===== src/rtl/inst_fetch.sv =====
// Purpose     : PC holder and single-outstanding-request fetcher feeding a decode FIFO.
// Latency     : first request 1 cycle after reset/IDLE; a returned word shows on inst_valid 1 cycle after ready.
// Backpressure: decode stalls via inst_ready; issue stops while the FIFO cannot absorb the next word.
//
// Ports:
//   clk, rst                 clock and asynchronous active-low reset
//   redirect_en, redirect_pc branch redirect: flush buffered words, load PC (word aligned)
//   read_en, addr_read       registered cache read request, held until ready
//   ready, data_in           cache response strobe and data, valid in the same cycle
//   inst_valid/pc/data       FIFO head towards decode
//   inst_ready               decode pops the head when inst_valid && inst_ready

// Purpose     : circular FIFO with wrap-bit pointers and synchronous flush.
// Latency     : a push is visible at out_vld/out_dat one cycle later; head read straight from storage.
// Backpressure: pop while empty is ignored; push while full only succeeds alongside a pop.
module inst_fetch_fifo #(
    parameter int W  = 64,
    parameter int AW = 3
) (
    input  logic          clk,
    input  logic          rst,
    input  logic          flush,
    input  logic          in_vld,
    input  logic [W-1:0]  in_dat,
    output logic          out_vld,
    output logic [W-1:0]  out_dat,
    input  logic          out_rdy,
    output logic [AW:0]   count
);
    localparam int DEPTH = 1 << AW;

    logic [W-1:0] mem [DEPTH];
    logic [AW:0]  wr_ptr;
    logic [AW:0]  rd_ptr;
    logic         empty;
    logic         full;
    logic         do_pop;
    logic         do_push;

    assign empty   = (wr_ptr == rd_ptr);
    assign full    = (wr_ptr[AW] != rd_ptr[AW]) && (wr_ptr[AW-1:0] == rd_ptr[AW-1:0]);
    assign do_pop  = out_rdy && !empty;
    assign do_push = in_vld && (!full || do_pop);

    assign out_vld = !empty;
    assign out_dat = mem[rd_ptr[AW-1:0]];
    assign count   = wr_ptr - rd_ptr;

    always_ff @(posedge clk or negedge rst) begin
        if (!rst) begin
            wr_ptr <= '0;
            rd_ptr <= '0;
        end else if (flush) begin
            wr_ptr <= '0;
            rd_ptr <= '0;
        end else begin
            if (do_push) wr_ptr <= wr_ptr + 1'b1;
            if (do_pop)  rd_ptr <= rd_ptr + 1'b1;
        end
    end

    always_ff @(posedge clk) begin
        if (do_push && !flush) mem[wr_ptr[AW-1:0]] <= in_dat;
    end
endmodule

module inst_fetch #(
    parameter int                    ADDR_WIDTH       = 32,
    parameter logic [ADDR_WIDTH-1:0] RESET_PC         = 32'hbfc00000,
    parameter int                    FIFO_DEPTH_WIDTH = 3
) (
    input  logic                  clk,
    input  logic                  rst,
    input  logic                  redirect_en,
    input  logic [ADDR_WIDTH-1:0] redirect_pc,
    output logic                  read_en,
    output logic [ADDR_WIDTH-1:0] addr_read,
    input  logic                  ready,
    input  logic [31:0]           data_in,
    output logic                  inst_valid,
    output logic [ADDR_WIDTH-1:0] inst_pc,
    output logic [31:0]           inst_data,
    input  logic                  inst_ready
);
    localparam int FDW = FIFO_DEPTH_WIDTH;
    localparam logic [FDW+1:0] DEPTH = {1'b0, 1'b1, {FDW{1'b0}}};
    localparam logic [ADDR_WIDTH-1:0] WORD = ADDR_WIDTH'(4);

    typedef enum logic [1:0] {IDLE, REQ, DROP} state_t;

    typedef struct packed {
        logic [ADDR_WIDTH-1:0] pc;
        logic [31:0]           dat;
    } inst_t;

    state_t                state;
    logic [ADDR_WIDTH-1:0] pc;
    logic [ADDR_WIDTH-1:0] redir_al;
    logic                  push_vld;
    logic                  pop_vld;
    logic [FDW:0]          fifo_count;
    logic [FDW+1:0]        count_next;
    logic                  space;
    inst_t                 push_dat;
    inst_t                 head_dat;

    assign redir_al = {redirect_pc[ADDR_WIDTH-1:2], 2'b00};

    // A response is only kept in REQ without a concurrent redirect; DROP responses vanish.
    assign push_vld = (state == REQ) && ready && !redirect_en;
    assign pop_vld  = inst_valid && inst_ready;

    // Issue decision looks at occupancy after this cycle's push/pop so a push can never overflow.
    assign count_next = {1'b0, fifo_count}
                      + {{(FDW+1){1'b0}}, push_vld}
                      - {{(FDW+1){1'b0}}, pop_vld};
    assign space = (count_next < DEPTH);

    assign push_dat.pc  = addr_read;
    assign push_dat.dat = data_in;

    inst_fetch_fifo #(
        .W  ($bits(inst_t)),
        .AW (FDW)
    ) u_fifo (
        .clk     (clk),
        .rst     (rst),
        .flush   (redirect_en),
        .in_vld  (push_vld),
        .in_dat  (push_dat),
        .out_vld (inst_valid),
        .out_dat (head_dat),
        .out_rdy (pop_vld),
        .count   (fifo_count)
    );

    assign inst_pc   = head_dat.pc;
    assign inst_data = head_dat.dat;

    always_ff @(posedge clk or negedge rst) begin
        if (!rst) begin
            state     <= IDLE;
            read_en   <= 1'b0;
            addr_read <= '0;
            pc        <= RESET_PC;
        end else begin
            case (state)
                IDLE: begin
                    if (redirect_en) begin
                        pc <= redir_al;
                    end else if (space) begin
                        read_en   <= 1'b1;
                        addr_read <= pc;
                        state     <= REQ;
                    end
                end
                REQ: begin
                    if (ready && !redirect_en) begin
                        pc <= addr_read + WORD;
                        if (space) begin
                            addr_read <= addr_read + WORD;
                        end else begin
                            read_en <= 1'b0;
                            state   <= IDLE;
                        end
                    end else if (ready) begin
                        pc      <= redir_al;
                        read_en <= 1'b0;
                        state   <= IDLE;
                    end else if (redirect_en) begin
                        // Request stays on the bus; its eventual response is stale.
                        pc    <= redir_al;
                        state <= DROP;
                    end
                end
                DROP: begin
                    if (redirect_en) pc <= redir_al;
                    if (ready) begin
                        read_en <= 1'b0;
                        state   <= IDLE;
                    end
                end
                default: begin
                    state   <= IDLE;
                    read_en <= 1'b0;
                end
            endcase
        end
    end
endmodule


===== config.mk =====
export PLATFORM = sky130hd
export DESIGN_NAME = inst_fetch
export DESIGN_NICKNAME = d
export VERILOG_FILES = /design/src/rtl/inst_fetch.sv
export SDC_FILE = /design/constraint.sdc
export NUM_CORES = 1
export LEC_CHECK = 0
export ABC_AREA = 1
export CAP_MARGIN = 0
export CORE_MARGIN = 1
export CORE_UTILIZATION = 25
export DETAILED_ROUTE_END_ITERATION = 8
export GPL_ROUTABILITY_DRIVEN = 0
export HOLD_SLACK_MARGIN = 0.1
export SLEW_MARGIN = 20
export SYNTH_ARGS = -nofsm -noshare
export SYNTH_HDL_FRONTEND = slang
export SYNTH_SLANG_ARGS = --single-unit

===== constraint.sdc =====
create_clock -name clk -period 8.96 [get_ports clk]
set_clock_uncertainty 0.2 [all_clocks]
set_input_delay 2.688 -clock clk [delete_from_list [all_inputs] [get_ports clk]]
set_output_delay 2.688 -clock clk [all_outputs]
set_load 0.1 [all_outputs]

==> results of run 1 <==
[critical path, delay by kind of cell, from the launching register on]
kind | cells | cell delay, ps
simple gates | 1 | 60
compound gates | 3 | 500
buf+inv | 4 | 2600
flops | 1 | 740
[worst max path at each step]
stage | from | to | slack, ps | depth (start not counted)
global route | u_fifo.rd_ptr[0] | inst_data[15] | 1030 | 8
detailed placement | u_fifo.rd_ptr[0] | inst_data[12] | 1960 | 8
floorplan | redirect_en | u_fifo.mem[5][0] | 270 | 8
global placement | u_fifo.rd_ptr[0] | inst_data[12] | 1980 | 8
finish | u_fifo.rd_ptr[0] | inst_data[12] | 1320 | 8
CTS | u_fifo.rd_ptr[0] | inst_data[12] | 1280 | 8
[cell families (layout without fill, tap and decap cells)]
| kind of cell | after synthesis | after routing | share of synthesized area, % |
|---|---|---|---|
| other | 0 | 2 | 0 |
| xor gates and xnor gates | 20 | 20 | 0.7200 |
| and+or+nand+nor | 839 | 839 | 13.61 |
| adders and majority gates | 11 | 11 | 0.5966 |
| DFF | 587 | 587 | 70.96 |
| AOI/OAI and AO/OA | 477 | 477 | 10.91 |
| buffers and inverters | 195 | 394 | 3.204 |
[routing by layer]
| metal | wire (um) | track usage (%) | vias to the layer above |
|---|---|---|---|
| met4 | 1542 | 4.313 | 0 |
| met2 | 30980 | 21.54 | 428 |
| met1 | 30200 | 17.87 | 8033 |
| li1 | - | - | 7845 |
| met5 | 0 | 0 | - |
| met3 | 3585 | 2.573 | 86 |
[power groups by stage]
stage          clock network, mW  logic, mW  registers [mW]
3_5_place_dp                   0       2.95            3.62
5_1_grt                     2.88       3.14            3.59
6_report                    2.72       2.94            3.56
2_1_floorplan                  0       1.75            3.94
3_3_place_gp                   0       2.94            3.61
4_1_cts                     2.79       2.96            3.56
[synthesized netlist by cell type, drive strengths merged, types with 16 or more instances]
master | number | area share (%)
buf | 32 | 0.69
clkbuf | 90 | 1.4
nand2 | 287 | 4.5
o21ai | 307 | 6.3
edfxtp | 512 | 63
nand3 | 31 | 0.71
inv | 72 | 1.1
o22ai | 64 | 1.6
nor2 | 490 | 7.6
xor2 | 16 | 0.58
a31oi | 65 | 1.7
dfrtp | 66 | 6.8
[metrics by stage]
stage	instance area [um2]	hold WS (ps)	utilization, %	setup slack (ps)
2_1_floorplan	24330	255.9	-	269.5
3_3_place_gp	27480	280.3	28.46	1979
3_5_place_dp	27490	292.2	28.46	1957
4_1_cts	29680	300.7	30.74	1280
5_1_grt	29680	322.2	30.74	1033
6_report	29690	303.6	30.75	1324
[registers in the layout (all words and copies together), names as in the netlist]
signal and flops:
u_fifo.mem 512, pc 32, read_en 1, u_fifo.wr_ptr 4, addr_read 32, u_fifo.rd_ptr 4
state 2
[final cells by class]
cell class / instances / area [um2] / share of cell area, %
inverters: 73 / 284.0 / 0.9566
repair buffers: 203 / 1994 / 6.718
multi-input cells: 1347 / 6341 / 21.36
well taps: 1276 / 1597 / 5.377
clock inverters: 33 / 432.9 / 1.458
clock buffers: 85 / 1765 / 5.946
diodes: 2 / 5.005 / 0.01686
flip-flops and latches: 587 / 17270 / 58.17
==> flow_summary_export.csv, run 1 <==
group,metric,value,unit
synth,synth_cell_types,45,
sta,fmax,131.0,MHz
route,wire_per_inst,18.39,um
clock_tree,clkTransAtPathRegs,60,ps
floorplan,rows,114,
synth,yosysWarnings,0,
floorplan,io_pins,167,
sta,finalMaxSlewViolations,0,
clock_tree,holdBufCountCts,0,
sta,finalHoldViolations,0,
synth,synth-seq-cells,587,
setup_path,critPathLaunchType,"flop",
floorplan,die_y,314.0,um
synth,synth_area,24330,um2
synth,ys.flop_type,"edfxtp_1",
sta,min_period,7636,ps
setup_path,r2r_start,"u_fifo.rd_ptr[1]",
sta,finalCritPeriodShare,85.23,%
setup_path,critical_path_class,"flop to output port",
global_route,grt_pass1_vias,15820,
clock_tree,clock_path_buffers,3,
global_route,grt_pass1_wl,98.68,mm
synth,syn_nets,2209,
setup_path,crit_required,6070,ps
sta,rsz0062_at_grt,"no",
route,drt_iter0_drc,1215,
power,internal_power,5.521,mW
job,maxCapViolations,0,
cells_and_area,layoutNonFillerInstCount,3606,
power,sw_frac_of_total,40.16,%
power,power.leakage,10.32,nW
sta,worst_slew_pin_slew,1101,ps
route,viasPerCell,4.546,
power,power_density,310.7,nW/um2
sta,finalSetupTns,0,ps
route,routed_wl,66.31,mm
setup_path,slowest_stage,"clkdlybuf4s50_1",
power,p_total,9.226,mW
clock_tree,root_buffer,"clkbuf_16",
floorplan,die_w,314.0,um
status,outcome,"complete, no violations",
global_route,antenna_found_initial,1,
setup_path,critical_path.max_stage_delay,1180,ps
synth,syn_inst,2129,
setup_path,worstPathMaxFanout,135,
sta,setup_viol,0,
global_route,grt_util_all_layers,13.31,%
route,vias,16390,
clock_tree,cts_tree,"built",
floorplan,start_util,25.19,%
clock_tree,cts_setup_buffers,0,
setup_path,reg2reg_to,"addr_read[3]",
synth,synth_edf_count,512,
cells_and_area,nNetsFinal,2360,
clock_tree,htree_levels,3,
sta,slew_headroom,26.36,%
floorplan,core_area,96570,um2
synth,syn_avg_cell_area,11.43,um2
place,io_buffers,164,
setup_path,cp-end-kind,"output port",
place,hpwlAfterDp,37.52,mm
global_route,grt_max_degree,136,
power,power_frac_comb,31.9,%
cells_and_area,layout_common_cells,"edfxtp_1 (512), nor2_1 (482), o21ai_0 (300)",
setup_path,cp_data_arrival_time,4750,ps
floorplan,fp.dieArea,98560,um2
setup_path,r2r_slack,4080,ps
route,drcViolationCount,0,
clock_tree,post_cts_resized,0,
hold_path,hold_path_class,"flop to flop",
cells_and_area,area_growth,22.04,%
cells_and_area,final_common_cell,"edfxtp_1",
cells_and_area,drive_above_1_share,7.474,%
setup_path,worst_r2r_path_depth,22,
cells_and_area,final.fill_count,9660,
synth,ys_seq_area_share,70.96,%
hold_path,hold_start,"pc[10]",
power,p_seq_share,38.6,%
power,power_switching,3.705,mW
clock_tree,numCtsBuffers,68,
route,dr.pass1.iters,6,
setup_path,path_cells,"inv_6 > buf_12 > buf_4 > o21ai_0 > o22ai_1 > nor2_1 > a31oi_1 > clkdlybuf4s50_1",
route,ant_nets,0,
hold_path,hold_end,"pc[10]",
power,p_clk_share,29.5,%
global_route,gr-total-overflow,0,
clock_tree,clk_latency,630,ps
power,peakVddDrop,0.2722,mV
place,place_inst,3486,
clock_tree,cts_sinks,587,
synth,async_flop_share,12.78,%
hold_path,hold_depth,2,
(Power assumes the default switching activity.)
==> run 2, diff against run 1 <==
==> constraint.sdc (replaced) <==
create_clock -name clk -period 8.96 [get_ports clk]
set_clock_uncertainty 0.2 [all_clocks]
set_input_delay 1.792 -clock clk [delete_from_list [all_inputs] [get_ports clk]]
set_output_delay 1.792 -clock clk [all_outputs]
set_load 0.1 [all_outputs]
==> run 2 against run 1 <==
  * Register-to-register slack better by 190 ps
  * Hold slack improved by 3.9 ps
  * Power increased by 0.15%
  * Critical path depth down 1
  * Wire length down 0.70%
  * Core utilization about the same
  * First-iteration DRC count is 13% higher
  * Sequential cell count did not move
  * Worst setup slack better by 780 ps
  * Non-clock buffer count is 2 lower
  * Fmax rose by 11%
  * Critical path type unchanged
==> flow_summary_export.csv, run 2 (synthesis results as in run 1) <==
group,metric,value,unit
cells_and_area,area_growth,21.97,%
sta,slew_headroom,22.92,%
route,wire_per_inst,18.26,um
route,drt_iter0_drc,1371,
cells_and_area,drive_above_1_share,7.422,%
clock_tree,clkTransAtPathRegs,60,ps
cells_and_area,nNetsFinal,2359,
route,dr.pass1.iters,5,
sta,finalHoldViolations,0,
hold_path,hold_path_class,"flop to flop",
clock_tree,post_cts_resized,0,
clock_tree,cts_sinks,587,
place,io_buffers,164,
power,peakVddDrop,0.3252,mV
cells_and_area,fin_area,29670,um2
setup_path,critPathLaunchType,"flop",
setup_path,r2r_start,"u_fifo.rd_ptr[1]",
cells_and_area,largest_reg_flops,512,
clock_tree,cts_tree,"built",
sta,fmax,145.9,MHz
floorplan,rows,114,
global_route,grt_pass1_vias,15740,
floorplan,core_area,96570,um2
global_route,grt_util_all_layers,13.17,%
status,outcome,"complete, no violations",
job,maxCapViolations,0,
floorplan,die_y,314.0,um
setup_path,cp_common_cell,"buf_4",
cells_and_area,post-route-util,30.73,%
global_route,gr-total-overflow,0,
floorplan,fp.dieArea,98560,um2
setup_path,worst_r2r_path_depth,22,
sta,rsz0062_at_grt,"no",
clock_tree,numCtsBuffers,69,
clock_tree,clock_path_buffers,3,
hold_path,hold_start,"pc[10]",
global_route,grt_pass1_wl,98.70,mm
route,ant_nets,0,
cells_and_area,diodes,0,
power,power_density,311.4,nW/um2
route,vias,16550,
hold_path,hold_depth,2,
floorplan,io_pins,167,
cells_and_area,final_common_cell,"edfxtp_1",
clock_tree,htree_levels,3,
global_route,antenna_found_initial,0,
setup_path,critPathLaunch,"u_fifo.rd_ptr[1]",
setup_path,crit_required,6970,ps
setup_path,path_cells,"buf_4 > buf_4 > o21ai_0 > o22ai_1 > nor2_1 > a31oi_1 > clkdlybuf4s50_1",
clock_tree,root_buffer,"clkbuf_16",
sta,worst_slew_pin_slew,1153,ps
cells_and_area,final.fill_count,9609,
sta,setup_viol,0,
setup_path,cp-end-kind,"output port",
sta,finalMaxSlewViolations,0,
setup_path,slowest_stage,"clkdlybuf4s50_1",
setup_path,critical_path_class,"flop to output port",
route,drcViolationCount,0,
floorplan,die_w,314.0,um
floorplan,start_util,25.19,%
setup_path,critical_path.max_stage_delay,1260,ps
setup_path,r2r_slack,4270,ps
setup_path,worstPathMaxFanout,55,
global_route,grt_max_degree,169,
hold_path,hold_end,"pc[10]",
clock_tree,holdBufCountCts,0,
setup_path,reg2reg_to,"addr_read[3]",
clock_tree,clk_latency,610,ps
clock_tree,cts_setup_buffers,0,
cells_and_area,layout_common_cells,"edfxtp_1 (512), nor2_1 (483), o21ai_0 (300)",
sta,finalCritPeriodShare,76.51,%
sta,min_period,6855,ps
place,place_area,27450,um2
power,power.leakage,10.34,nW
setup_path,cp_data_arrival_time,4860,ps
route,viasPerCell,4.587,
route,routed_wl,65.85,mm
place,hpwlAfterDp,36.97,mm
sta,finalSetupTns,0,ps
-- run 2: worst max-delay path by stage --
| stage | end | slack (ps) | cells past startpoint |
|---|---|---|---|
| after floorplan | u_fifo.mem[5][0] | 1170 | 8 |
| after global placement | u_fifo.mem[1][31] | 2680 | 10 |
| after detailed placement | u_fifo.mem[1][31] | 2680 | 10 |
| after CTS | inst_pc[14] | 2140 | 7 |
| after global routing | inst_pc[18] | 1970 | 7 |
| final | inst_pc[14] | 2100 | 7 |
-- run 2: layer usage --
metal | wire (um) | global-route usage, % | vias to the layer above
met1 | 30220 | 18.05 | 8172
li1 | - | - | 7833
met5 | 0 | 0 | -
met3 | 3694 | 2.342 | 81
met4 | 1092 | 3.470 | 0
met2 | 30850 | 21.39 | 460
-- run 2: where the power goes --
| group | switching (mW) | total (mW) | internal [mW] |
|---|---|---|---|
| combinational | 2.27 | 2.95 | 0.679 |
| sequential | 0.271 | 3.54 | 3.27 |
| clock | 1.13 | 2.75 | 1.62 |
| total | 3.67 | 9.24 | 5.57 |
-- run 2: area by class of cell --
| type | count | area (um2) | share of cell area, % |
|---|---|---|---|
| clock buffer | 87 | 1837 | 6.190 |
| inverter | 73 | 284.0 | 0.9572 |
| tap | 1276 | 1597 | 5.380 |
| multi-input combinational | 1347 | 6339 | 21.36 |
| clock inverter | 36 | 385.4 | 1.299 |
| timing repair buffer | 201 | 1962 | 6.612 |
| sequential | 587 | 17270 | 58.20 |
-- run 2: worst max-delay path, delay by kind of cell, from the launching register on --
family / cells / cell delay (ps)
AO/OA/AOI/OAI: 3 / 920
buffers and inverters: 3 / 2490
flip-flops: 1 / 760
AND/OR/NAND/NOR: 1 / 60
-- run 2: metrics by stage --
step                setup slack, ps  total power [mW]  cells  hold slack (ps)
floorplan                      1166             5.687   2129            255.9
global placement               2684             6.542   3484            283.5
detailed placement             2680             6.560   3484            288.1
CTS                            2136             9.324   3607            298.0
global route                   1969             9.642   3607            317.8
finish                         2105             9.240   3607            307.5
==> run 3, diff against run 2 <==
==> constraint.sdc (replaced) <==
create_clock -name clk -period 5.6 [get_ports clk]
set_clock_uncertainty 0.2 [all_clocks]
set_input_delay 1.12 -clock clk [delete_from_list [all_inputs] [get_ports clk]]
set_output_delay 1.12 -clock clk [all_outputs]
set_load 0.1 [all_outputs]
==> run 3 against run 2 <==
  * Critical endpoint is now inst_pc[16]
  * Critical path depth unchanged
  * Sequential power up 61%
  * Die area is the same
  * Largest power group unchanged
  * Sequential share of layout area up 0.098 points
==> flow_summary_export.csv, run 3 (synthesis results as in run 1) <==
group,metric,value,unit
status,outcome,"complete, no violations",
clock_tree,post_cts_resized,0,
floorplan,rows,114,
clock_tree,clock_path_buffers,3,
cells_and_area,diodes,0,
sta,rsz0062_at_grt,"no",
global_route,gr-total-overflow,0,
global_route,grt_max_degree,164,
clock_tree,cts_sinks,587,
global_route,antenna_found_initial,0,
place,place_area,27510,um2
cells_and_area,fin_area,29620,um2
cells_and_area,multi_input_area,6351,um2
floorplan,die_y,314.0,um
clock_tree,numCtsBuffers,67,
sta,fmax,204.1,MHz
cells_and_area,post-route-util,30.68,%
clock_tree,root_buffer,"clkbuf_16",
route,dr_wl_met3,3.521,mm
power,peakVddDrop,0.4077,mV
sta,finalSetupTns,0,ps
sta,finalMaxSlewViolations,0,
global_route,grt_util_all_layers,13.06,%
floorplan,core_area,96570,um2
clock_tree,cts_setup_buffers,0,
route,dr.pass1.iters,5,
sta,worst_hold_slack,308.9,ps
global_route,grt_pass1_wl,97.17,mm
route,ant_nets,0,
sta,min_period,4901,ps
cells_and_area,final.fill_count,9740,
floorplan,fp.dieArea,98560,um2
route,wire_per_inst,18.14,um
cells_and_area,layout_common_cells,"edfxtp_1 (512), nor2_1 (483), o21ai_0 (300)",
place,hpwlAfterDp,37.07,mm
floorplan,io_pins,167,
route,vias,16470,
power,power_density,494.3,nW/um2
setup_path,crit_required,4280,ps
route,wl_met2,30.41,mm
sta,setup_viol,0,
sta,finalCritPeriodShare,87.51,%
clock_tree,cts_tree,"built",
cells_and_area,seq_area,17270,um2
sta,slew_headroom,26.30,%
setup_path,critPathLaunchType,"flop",
route,met1Wirelength,30.22,mm
place,io_buffers,164,
route,drcViolationCount,0,
setup_path,cp-end-kind,"output port",
route,top_layer,"met4",
floorplan,start_util,25.19,%
route,routed_wl,65.46,mm
job,maxCapViolations,0,
power,p_total,14.64,mW
cells_and_area,final_common_cell,"edfxtp_1",
cells_and_area,drive_above_1_share,10.29,%
power,power.leakage,10.42,nW
setup_path,critical_path_class,"flop to output port",
route,viasPerCell,4.565,
global_route,grt_pass1_vias,15680,
clock_tree,htree_levels,3,
clock_tree,clkTransAtPathRegs,60,ps
cells_and_area,nNetsFinal,2363,
setup_path,cp_data_arrival_time,3580,ps
clock_tree,holdBufCountCts,0,
cells_and_area,area_growth,21.77,%
route,drt_iter0_drc,1282,
hold_path,hold_path_class,"flop to flop",
sta,finalHoldViolations,0,
setup_path,worstPathMaxFanout,97,
floorplan,die_w,314.0,um
cells_and_area,largest_reg_flops,512,
sta,worst_slew_pin_slew,1104,ps
clock_tree,clk_latency,620,ps
## run 3: cell types whose count changed in the layout (fill, tap and decap cells not counted), sizes merged
cell | before | now
clkdlybuf4s50 | 161 | 98
clkbuf | 87 | 81
buf | 40 | 109
clkinvlp | 2 | 5
inv | 77 | 76
bufinv | 5 | 3
clkinv | 25 | 26
## run 3: final timing paths
check	start	endpoint	slack, ps	depth (start not counted)
setup / recovery	u_fifo.rd_ptr[0]	inst_pc[16]	700	7
hold / removal	pc[13]	pc[13]	310	2
setup reg to reg	u_fifo.rd_ptr[0]	addr_read[9]	1420	21
hold reg to reg	pc[13]	pc[13]	310	2
max in group asynchronous	rst	pc[29]	3970	2
min in group asynchronous	rst	pc[2]	360	1
## run 3: power breakdown
group	total, mW	leakage, nW	internal, mW	switching [mW]
Clock	4.22	1.02	2.44	1.77
Sequential	5.71	5.58	5.23	0.476
Combinational	4.72	3.82	1.09	3.63
Total	14.6	10.4	8.77	5.88
## run 3: per-stage QoR
step,std cells,setup WS (ps)
floorplan,2129,210.5
global placement,3490,1173
detailed placement,3490,1193
CTS,3608,612.5
global route,3608,449.5
finish,3608,699.4
## run 3: routing by layer
metal  vias to the layer above  global-route usage, %
met3                       101                  2.441
met4                         0                  3.880
met1                      8100                  17.97
met5                         -                      0
li1                       7842                      -
met2                       428                  20.85
## run 3: cell type report
type	count	share of cell area [%]
sequential	587	58.30
timing repair buffer	207	6.792
tap	1276	5.389
inverter	73	0.9588
clock buffer	81	6.086
clock inverter	37	1.035
multi-input combinational	1347	21.44
## run 3: critical path: stages, from the launching register on
cell,delay [ps]
dfrtp_4,740
inv_6,660
buf_4,390
o21ai_0,110
o22ai_1,150
nor2_1,60
a31oi_1,430
buf_4,390
